## src/rtl/decode_stage.sv

```systemverilog
// decode_stage: decodes fetched instructions into a two-entry (output + skid) buffer
// with registered in_ready, HLT intake stop, flush and a saturating handshake counter.
module decode_stage #(
    parameter int INSTR_W = 16,
    parameter int REG_AW  = 3,
    parameter int DATA_W  = 8,
    parameter int CNT_W   = 16
) (
    input  logic               clk,
    input  logic               reset_n,
    input  logic               in_valid,
    input  logic [INSTR_W-1:0] in_instr,
    output logic               in_ready,
    input  logic               flush,
    output logic               out_valid,
    input  logic               out_ready,
    output logic [3:0]         out_opcode,
    output logic [REG_AW-1:0]  out_rd,
    output logic [REG_AW-1:0]  out_rs1,
    output logic [REG_AW-1:0]  out_rs2,
    output logic               out_is_imm,
    output logic [DATA_W-1:0]  out_imm,
    output logic [INSTR_W-5:0] out_jump_target,
    output logic               out_writes_rd,
    output logic               out_is_branch,
    output logic               halted,
    output logic [CNT_W-1:0]   decode_count
);
    localparam int IMM_W = INSTR_W - 4 - 2 * REG_AW;
    // Per-opcode property tables, bit n describes opcode n.
    localparam logic [15:0] IMM_MASK = 16'b1101_1101_0110_1101;
    localparam logic [15:0] WR_MASK  = 16'b0101_1001_1001_1111;
    localparam logic [15:0] BR_MASK  = 16'b1000_0010_0110_0000;

    if (IMM_W < 1 || IMM_W > DATA_W) begin : g_bad_imm_w
        $error("decode_stage: IMM_W must be in 1..DATA_W");
    end

    logic               alive;
    logic               skid_full;
    logic [INSTR_W-1:0] out_word;
    logic [INSTR_W-1:0] skid_word;
    logic               accept;

    assign in_ready = alive && !skid_full && !halted;
    assign accept   = in_valid && in_ready;

    always_ff @(posedge clk or negedge reset_n) begin
        if (!reset_n) begin
            alive        <= 1'b0;
            out_valid    <= 1'b0;
            skid_full    <= 1'b0;
            halted       <= 1'b0;
            out_word     <= '0;
            skid_word    <= '0;
            decode_count <= '0;
        end else begin
            alive <= 1'b1;
            if (flush) begin
                out_valid <= 1'b0;
                skid_full <= 1'b0;
                halted    <= 1'b0;
            end else begin
                if (accept && in_instr[INSTR_W-1 -: 4] == 4'hD)
                    halted <= 1'b1;
                if (!out_valid || out_ready) begin
                    out_valid <= skid_full || accept;
                    if (skid_full) begin
                        out_word  <= skid_word;
                        skid_full <= 1'b0;
                    end else if (accept) begin
                        out_word <= in_instr;
                    end
                end else if (accept) begin
                    skid_word <= in_instr;
                    skid_full <= 1'b1;
                end
                if (out_valid && out_ready && decode_count != '1)
                    decode_count <= decode_count + CNT_W'(1);
            end
        end
    end

    logic [3:0]       op;
    logic             no_regs;
    logic             imm_cls;
    logic [IMM_W-1:0] imm_raw;

    assign op      = out_word[INSTR_W-1 -: 4];
    assign no_regs = op == 4'h9 || op == 4'hD;
    assign imm_cls = IMM_MASK[op];
    assign imm_raw = out_word[IMM_W-1:0];

    // Payload is gated by out_valid so an empty or reset stage shows all zeros.
    assign out_opcode      = out_valid ? op : '0;
    assign out_rd          = (out_valid && !no_regs) ? out_word[INSTR_W-5 -: REG_AW] : '0;
    assign out_rs1         = (out_valid && !no_regs) ? out_word[INSTR_W-5-REG_AW -: REG_AW] : '0;
    assign out_rs2         = (out_valid && !no_regs && !imm_cls) ? out_word[INSTR_W-5-2*REG_AW -: REG_AW] : '0;
    assign out_is_imm      = out_valid && imm_cls;
    assign out_imm         = (!out_valid || no_regs) ? '0 :
                             (op == 4'hB || op == 4'hC) ? DATA_W'(imm_raw) : DATA_W'($signed(imm_raw));
    assign out_jump_target = out_valid ? out_word[INSTR_W-5:0] : '0;
    assign out_writes_rd   = out_valid && WR_MASK[op];
    assign out_is_branch   = out_valid && BR_MASK[op];
endmodule

```

## config.mk

```make
export PLATFORM = sky130hd
export DESIGN_NAME = decode_stage
export DESIGN_NICKNAME = d
export VERILOG_FILES = /design/src/rtl/decode_stage.sv
export SDC_FILE = /design/constraint.sdc
export NUM_CORES = 1
export LEC_CHECK = 0
export CAP_MARGIN = 20
export CORE_MARGIN = 8
export CORE_UTILIZATION = 50
export CTS_BUF_LIST = sky130_fd_sc_hd__clkbuf_4
export DETAILED_ROUTE_END_ITERATION = 16
export PLACE_DENSITY_LB_ADDON = 0.12
export SYNTH_ARGS = -nofsm -noshare
export SYNTH_HDL_FRONTEND = slang
export SYNTH_SLANG_ARGS = --single-unit
```

## constraint.sdc

```tcl
create_clock -name clk -period 2.37 [get_ports clk]
set_input_delay 0.474 -clock clk [delete_from_list [all_inputs] [get_ports clk]]
set_output_delay 0.474 -clock clk [all_outputs]
set_load 0.01 [all_outputs]
```

==> results.cfg, run 1 <==
[status]
outcome = completed

[synthesis]
syn-instance-count = 256
synth.top_cell.area_share = 0.482
synth_compound_area_frac = 0.0728
synth_ff_type = dfrtp_1
synth_xor_area_frac = 0.0454
synth_fp_nets = 282
synth_top_family_by_area = simple AND/OR/NAND/NOR gates
syn_avg_cell_area_um2 = 10.5
yosysWarnings = 0
synth-seq-cells = 52
muxShareOfSynthArea = 0.143
synth_fa_ha_area_frac = 0.0232
synth-simple-area-share = 0.195
synthArstFlopShare = 1.00
yosysTopAreaCell = dfrtp_1
synth_area_um2 = 2700
synth_area_leaders = dfrtp_1 48%, mux2_2 7.1%, and2_1 6.3%, mux2i_1 5.9%, a21oi_1 4.1%
synth_edf_count = 0
synth.distinct_cells = 37
ys_seq_area_frac = 0.482

[pwr]
powerDensity_nw_per_um2 = 566
finalPower_mw = 2.09
power_leakage_nw = 1.68
ir_worst_vdd_uv = 457

[clocking]
clock-sinks = 52
tritoncts = yes
cts_buffers = 5
holdBufCountCts = 0
clock_path_buffers = 2
clk_pin_slew_ns = 0.14
cts_root_buf = clkbuf_4
htreeDepth = 2
clock_latency_ns = 0.38

[setup_path]
rr_worst_depth = 5
cp-end-kind = output port
cp_max_fo = 4
arrival_ns = 1.84
worstPathRequired_ns = 1.90
r2r-start = out_valid$_DFFE_PN0N_
timing.rr.end = decode_count[10]$_DFFE_PN0P_
crit_type = register to output port
start_kind = register
rrSetupSlack_ns = 0.63

[run]
cap_violations = 0

[layout]
multi_input_area_um2 = 1340
n_antenna_cell = 0
seq_area_um2 = 1300
fill_cells = 384
syn2layout_area_growth_pct = 36.9
fin_nets = 368
drive_above_1_share = 0.190

[floorplan]
start_util = 0.522
die_width_um = 89.5
fp.dieH_um = 89.5
io_pins = 76
dieArea_um2 = 8000
core_area_um2 = 5170
std_cell_rows = 26

[place]
pre_cts_slack_ns = 0.0582
port_buffers = 75
hpwl_mm = 4.58
gp_congestion = 0.764

[routing]
vias = 2121
drtIter0Drc = 90
wl_mm = 6.37
drc_errors = 0
antenna_left = 0
wl_per_cell_um = 15.4
vias_per_cell = 5.14
drt-pass1-iter-count = 4

[sta]
setup_ws_ns = 0.0524
skew_ns = 0.0211
period_needed_ns = 2.32
max_freq_ghz = 0.431
finalHoldViolCount = 0
timing.hold.ws_ns = 0.187
finalSetupViolCount = 0
slew_headroom = 0.572
period_share = 0.978
slew_viol_final = 0
tightestPinTransition_ns = 0.642

[global_routing]
grt_antenna_before_repair = 0
track_usage = 0.166
grt_max_degree = 53
grt_pass1_wl_mm = 10.2
grt_pass1_vias = 2090
gr-total-overflow = 0

[hold_path]
hp-class = input port to async pin
[synthesized netlist by cell type (2+ instances only)]
cell,instances
buf_2,5
or2_1,2
and3_1,7
nor4_2,2
mux2_2,17
ha_1,5
and4_1,3
a21oi_1,22
nand4_1,5
xor2_1,4
mux2i_1,16
a21boi_0,2
nand3_1,7
buf_4,2
xnor2_1,10
nor2_1,23
and2_1,27
dfrtp_1,52
mux2_1,3
o21ai_0,2
nand3b_1,2
clkbuf_1,5
o211ai_1,4
inv_1,7
nor2b_1,2
nand2_1,9
[stage by stage]
stage	instance area, µm²	TNS (ns)	instances	util
floorplan	2700	0	256	-
finish	3690	0	413	0.714
detailed placement	3540	0	395	0.684
CTS	3630	-0.538	408	0.702
global route	3690	-0.157	413	0.714
global placement	3540	0	395	0.684
[where the power goes]
part / internal (mW) / switching, mW / total, mW
clock network: 0.130 / 0.282 / 0.412
logic: 0.317 / 0.243 / 0.560
registers: 1.01 / 0.107 / 1.12
[worst max-delay path: stages, from the launching register on]
cell      delay, ns
dfrtp_2        0.47
ha_4           0.17
a21boi_2       0.20
buf_4          0.14
buf_4          0.09
nand2_2        0.06
a21oi_2        0.13
buf_4          0.12
buf_6          0.09
[placed cells by master, fill, tap and decap left out, types with 7 or more instances in the layout]
| master | Yosys | final |
|---|---|---|
| clkdlybuf4s50_1 | 0 | 54 |
| dfrtp_1 | 52 | 51 |
| and2_1 | 27 | 26 |
| nor2_1 | 23 | 23 |
| a21oi_1 | 22 | 21 |
| mux2_2 | 17 | 17 |
| mux2i_1 | 16 | 16 |
| buf_4 | 2 | 15 |
| xnor2_1 | 10 | 10 |
| nand2_1 | 9 | 7 |
| and3_1 | 7 | 7 |
| nand3_1 | 7 | 7 |
[sequential cells by signal, summed over array words and instances, names as in the netlist]
name	count
decode_count	16
out_word	16
skid_word	16
alive	1
halted	1
out_valid	1
skid_full	1
[logic make-up after synthesis]
logic type / after synthesis
XOR/XNOR: 14
AND/OR/NAND/NOR: 94
multiplexers: 36
buffers and inverters: 21
adder cells (fa/ha/maj): 5
flip-flops: 52
other: 1
AO/OA/AOI/OAI: 33
[what timing repair did]
item	in CTS	in global routing
gates resized for setup	25	32
gates cloned	1	0
setup endpoints to repair	20	20
setup buffers	4	5
pin swaps	1	2
[final cells by class]
cell class | instances | area share
tap | 70 | 0.0237
inverter | 8 | 0.00813
timing repair buffer | 92 | 0.235
sequential | 52 | 0.353
multi-input combinational | 183 | 0.363
clock inverter | 2 | 0.00440
clock buffer | 6 | 0.0122
[how the worst max path moves through the flow]
stage          cells past startpoint          to                startpoint
2_1_floorplan                      5  out_imm[7]  out_word[12]$_DFFE_PN0P_
3_3_place_gp                       6  out_rs2[1]  out_word[12]$_DFFE_PN0P_
3_5_place_dp                       6  out_rs2[0]  out_word[12]$_DFFE_PN0P_
4_1_cts                            7  out_imm[3]  out_word[13]$_DFFE_PN0P_
5_1_grt                            9  out_imm[7]  out_word[13]$_DFFE_PN0P_
6_report                           8  out_imm[7]  out_word[12]$_DFFE_PN0P_
[routing by layer]
metal  global-route usage  vias to the layer above  wire length [µm]
li1                     -                     1054                 -
met3               0.0487                        7               438
met1                0.214                     1003              2850
met5                    0                        -                 0
met2                0.261                       57              3010
met4               0.0544                        0                81
Note: power is estimated with default switching activity, not from simulation.
==> inputs of run 2 (changes only) <==
Settings changed: CORE_UTILIZATION 50 to 45.
==> results.cfg, run 2 (synthesis gave the netlist of run 1 again) <==
[routing]
drc_errors = 0
wl_per_cell_um = 15.4
wl_mm = 6.44
wl_met3_um = 406
drt-pass1-iter-count = 5
met1_length_mm = 2.84
vias = 2131
antenna_left = 0
vias_per_cell = 5.11
drtIter0Drc = 41
top_layer = met4
wl_met2_mm = 3.12

[floorplan]
io_pins = 76
dieArea_um2 = 8730
start_util = 0.461
fp.dieH_um = 93.4
std_cell_rows = 28
core_area_um2 = 5850
die_width_um = 93.4

[place]
hpwl_mm = 4.58
numPlacedInstances = 401
port_buffers = 75
gp_congestion = 0.753
place_area_um2 = 3560

[setup_path]
worstPathRequired_ns = 1.90
rr_worst_depth = 5
cp-end-kind = output port
timing.rr.end = decode_count[10]$_DFFE_PN0P_
arrival_ns = 1.80
start_kind = register
rrSetupSlack_ns = 0.63
crit_type = register to output port
r2r-start = out_valid$_DFFE_PN0N_
cp_max_fo = 3

[global_routing]
grt_antenna_before_repair = 0
grt_max_degree = 33
grt_pass1_vias = 2166
gr-total-overflow = 0
grt_pass1_wl_mm = 10.6
track_usage = 0.152

[clocking]
clock_path_buffers = 2
clock_latency_ns = 0.36
holdBufCountCts = 0
clock-sinks = 52
tritoncts = yes
cts_buffers = 5
htreeDepth = 2
clk_pin_slew_ns = 0.15
cts_root_buf = clkbuf_4

[layout]
final_cells = 417
syn2layout_area_growth_pct = 36.9
final_cell_mix = 54 x clkdlybuf4s50_1, 51 x dfrtp_1, 27 x and2_1
final_common_cell = clkdlybuf4s50_1
top_regs = decode_count x16, out_word x16, skid_word x16
fin_nets = 367
n_antenna_cell = 0
drive_above_1_share = 0.181
fin_area_um2 = 3690
fill_cells = 528

[sta]
slew_headroom = 0.615
skew_ns = 0.0120
finalSetupViolCount = 0
max_freq_ghz = 0.441
slew_viol_final = 0
timing.hold.ws_ns = 0.0797
period_needed_ns = 2.27
period_share = 0.958
tightestPinTransition_ns = 0.578
finalHoldViolCount = 0

[status]
outcome = completed

[pwr]
power_leakage_nw = 1.68
ir_worst_vdd_uv = 398
powerDensity_nw_per_um2 = 580
finalPower_mw = 2.14

[run]
cap_violations = 0

[hold_path]
hp-class = input port to async pin
==> run 2: changes by cell type in the layout (fill, tap and decap cells not counted), sizes merged <==
| cell | change |
|---|---|
| clkbuf | +4 |
| bufinv | +1 |
| dlygate4sd2 | -2 |
| clkinv | +1 |
| clkdlybuf4s15 | -1 |
| clkinvlp | -1 |
| buf | -3 |
==> run 2: worst max-delay path by stage <==
stage / end / cells past startpoint / startpoint / slack (ns)
3_3_place_gp: out_rs2[1] / 6 / out_word[12]$_DFFE_PN0P_ / 0.1
6_report: out_imm[7] / 5 / out_word[13]$_DFFE_PN0P_ / 0.10
3_5_place_dp: out_rs2[1] / 6 / out_word[12]$_DFFE_PN0P_ / 0.04
4_1_cts: out_rd[2] / 6 / out_word[13]$_DFFE_PN0P_ / -0.21
2_1_floorplan: out_imm[7] / 5 / out_word[12]$_DFFE_PN0P_ / 0.50
5_1_grt: out_imm[7] / 5 / out_word[13]$_DFFE_PN0P_ / -0.000002
==> run 2: worst max-delay path, stage by stage, from the launching register on <==
cell             delay [ns]
dfrtp_1                0.43
buf_4                  0.15
ha_1                   0.19
mux2_2                 0.29
a21oi_2                0.15
clkdlybuf4s15_2        0.24
==> run 2: through the flow <==
stage / worst slack [ns] / util / TNS [ns]
6_report: 0.101 / 0.632 / 0
5_1_grt: -0.00000244 / 0.632 / -0.00000244
4_1_cts: -0.213 / 0.630 / -1.05
3_5_place_dp: 0.0355 / 0.609 / 0
3_3_place_gp: 0.0973 / 0.609 / 0
2_1_floorplan: 0.496 / - / 0
==> run 2: cell type report <==
| class | instances | area, µm² | area share |
|---|---|---|---|
| tap | 75 | 93.8 | 0.0254 |
| inverter | 8 | 30.0 | 0.00813 |
| multi-input combinational | 183 | 1330 | 0.361 |
| timing repair buffer | 91 | 861 | 0.233 |
| clock inverter | 3 | 37.5 | 0.0102 |
| clock buffer | 5 | 37.5 | 0.0102 |
| sequential | 52 | 1300 | 0.353 |
==> run 2: layer usage <==
metal	vias to the layer above	GRT usage
li1	1046	-
met1	1030	0.186
met2	51	0.252
met5	-	0
met3	4	0.0433
met4	0	0.0497
==> run 2: timing repair <==
action	in CTS	in global routing
cloned	1	0
resized for setup	28	27
endpoints found under the setup margin	20	18
setup buffers	5	2
pin swaps	1	1
==> run 2: where the power goes <==
part | switching, mW | internal [mW] | total [mW] | leakage (nW)
registers | 0.0993 | 1.01 | 1.11 | 0.659
clock network | 0.267 | 0.216 | 0.483 | 0.0403
logic | 0.243 | 0.307 | 0.550 | 0.981
==> inputs of run 3 (changes only) <==
Settings changed: PLACE_DENSITY from default to 0.72, PLACE_DENSITY_LB_ADDON 0.12 to default.
==> results.cfg, run 3 (synthesis gave the netlist of run 1 again) <==
[sta]
slew_headroom = 0.590
finalHoldViolCount = 0
rsz0062_at_grt = true
slew_viol_final = 0
max_freq_ghz = 0.433
skew_ns = 0.0134
finalSetupViolCount = 0
period_needed_ns = 2.31
period_share = 0.973
fin_setup_tns_ns = 0
tightestPinTransition_ns = 0.614

[pwr]
power_leakage_nw = 1.64
ir_worst_vdd_uv = 312
powerDensity_nw_per_um2 = 559

[floorplan]
core_area_um2 = 5850
fp.dieH_um = 93.4
io_pins = 76
dieArea_um2 = 8730
start_util = 0.461
std_cell_rows = 28
die_width_um = 93.4

[routing]
vias_per_cell = 5.07
vias = 2087
wl_mm = 6.26
antenna_left = 0
drt-pass1-iter-count = 4
wl_per_cell_um = 15.2
drc_errors = 0
drtIter0Drc = 81

[setup_path]
worstPathRequired_ns = 1.90
critPathSlowestCell = dfrtp_1
cp_max_fo = 6
arrival_ns = 1.83
cp-end-kind = output port
path_cells = buf_4 -> ha_1 -> mux2_2 -> a21oi_1 -> dlygate4sd2_1
start_kind = register
crit_type = register to output port
slowest_delay_ns = 0.40

[clocking]
clock_path_buffers = 2
cts_root_buf = clkbuf_4
clock-sinks = 52
htreeDepth = 2
clock_latency_ns = 0.37
cts_buffers = 5
clk_pin_slew_ns = 0.14
tritoncts = yes
cts_setup_buffers = 0
holdBufCountCts = 0

[place]
place_area_um2 = 3570
hpwl_mm = 4.72
gp_congestion = 0.790
port_buffers = 75

[layout]
fin_area_um2 = 3620
drive_above_1_share = 0.142
final_cell_mix = 54 x clkdlybuf4s50_1, 52 x dfrtp_1, 27 x and2_1
syn2layout_area_growth_pct = 34.3
top_regs = decode_count x16, out_word x16, skid_word x16
final_common_cell = clkdlybuf4s50_1
fill_cells = 530
n_antenna_cell = 0
fin_nets = 362

[hold_path]
hp-class = input port to async pin

[global_routing]
grt_antenna_before_repair = 0
grt_pass1_vias = 2173
grt_pass1_wl_mm = 10.4
track_usage = 0.147
grt_max_degree = 33
gr-total-overflow = 0

[status]
outcome = completed

[run]
cap_violations = 0
-- run 3: power breakdown --
group	switching [mW]	internal [mW]
Clock	0.266	0.125
Combinational	0.235	0.292
Sequential	0.0951	1.01
-- run 3: final timing paths --
check	startpoint	end	slack [ns]	cells after the start
worst max-delay path	out_word[12]$_DFFE_PN0P_	out_imm[6]	0.06	5
worst min-delay path	reset_n	decode_count[1]$_DFFE_PN0P_	0.10	1
worst max register to register	out_valid$_DFFE_PN0N_	decode_count[10]$_DFFE_PN0P_	0.66	5
worst min register to register	skid_word[10]$_DFFE_PN0P_	skid_word[10]$_DFFE_PN0P_	0.51	1
max in group asynchronous	reset_n	skid_word[2]$_DFFE_PN0P_	1.71	2
min in group clk	skid_word[10]$_DFFE_PN0P_	skid_word[10]$_DFFE_PN0P_	0.51	1
-- run 3: final cells by class --
type	count	area, µm²	share of cell area
sequential	52	1300	0.359
inverter	8	30.0	0.00828
clock inverter	2	11.3	0.00311
timing repair buffer	86	812	0.224
clock buffer	6	45.0	0.0124
multi-input combinational	183	1330	0.367
tap	75	93.8	0.0259
-- run 3: routing by layer --
layer	up-vias	wire length, µm	GRT usage
li1	1037	-	-
met1	987	2710	0.174
met2	56	2970	0.250
met3	7	515	0.0489
met4	0	66	0.0362
met5	-	0	0
-- run 3: critical path: cells and delay by family, from the launching register on --
family / cells / cell delay (ns)
AOI/OAI and AO/OA: 1 / 0.17
adders and majority gates: 1 / 0.20
buffers and inverters: 2 / 0.45
DFF: 1 / 0.40
muxes: 1 / 0.26
-- run 3: stage by stage --
stage | hold WS (ns) | power (mW) | util | cells | worst slack, ns
global placement | 0.473 | 1.64 | 0.611 | 404 | 0.133
CTS | 0.0992 | 2.04 | 0.618 | 412 | 0.00256
global route | 0.119 | 2.16 | 0.620 | 412 | -0.0470
detailed placement | 0.485 | 1.66 | 0.611 | 404 | 0.0921
finish | 0.101 | 2.02 | 0.620 | 412 | 0.0631
floorplan | 0.178 | 1.37 | - | 256 | 0.496
-- run 3: repair_timing --
action,CTS,global route
pin swaps,0,1
setup endpoints to repair,20,5
gates resized for setup,23,7
gates cloned,0,0
endpoints found under the hold margin,0,0
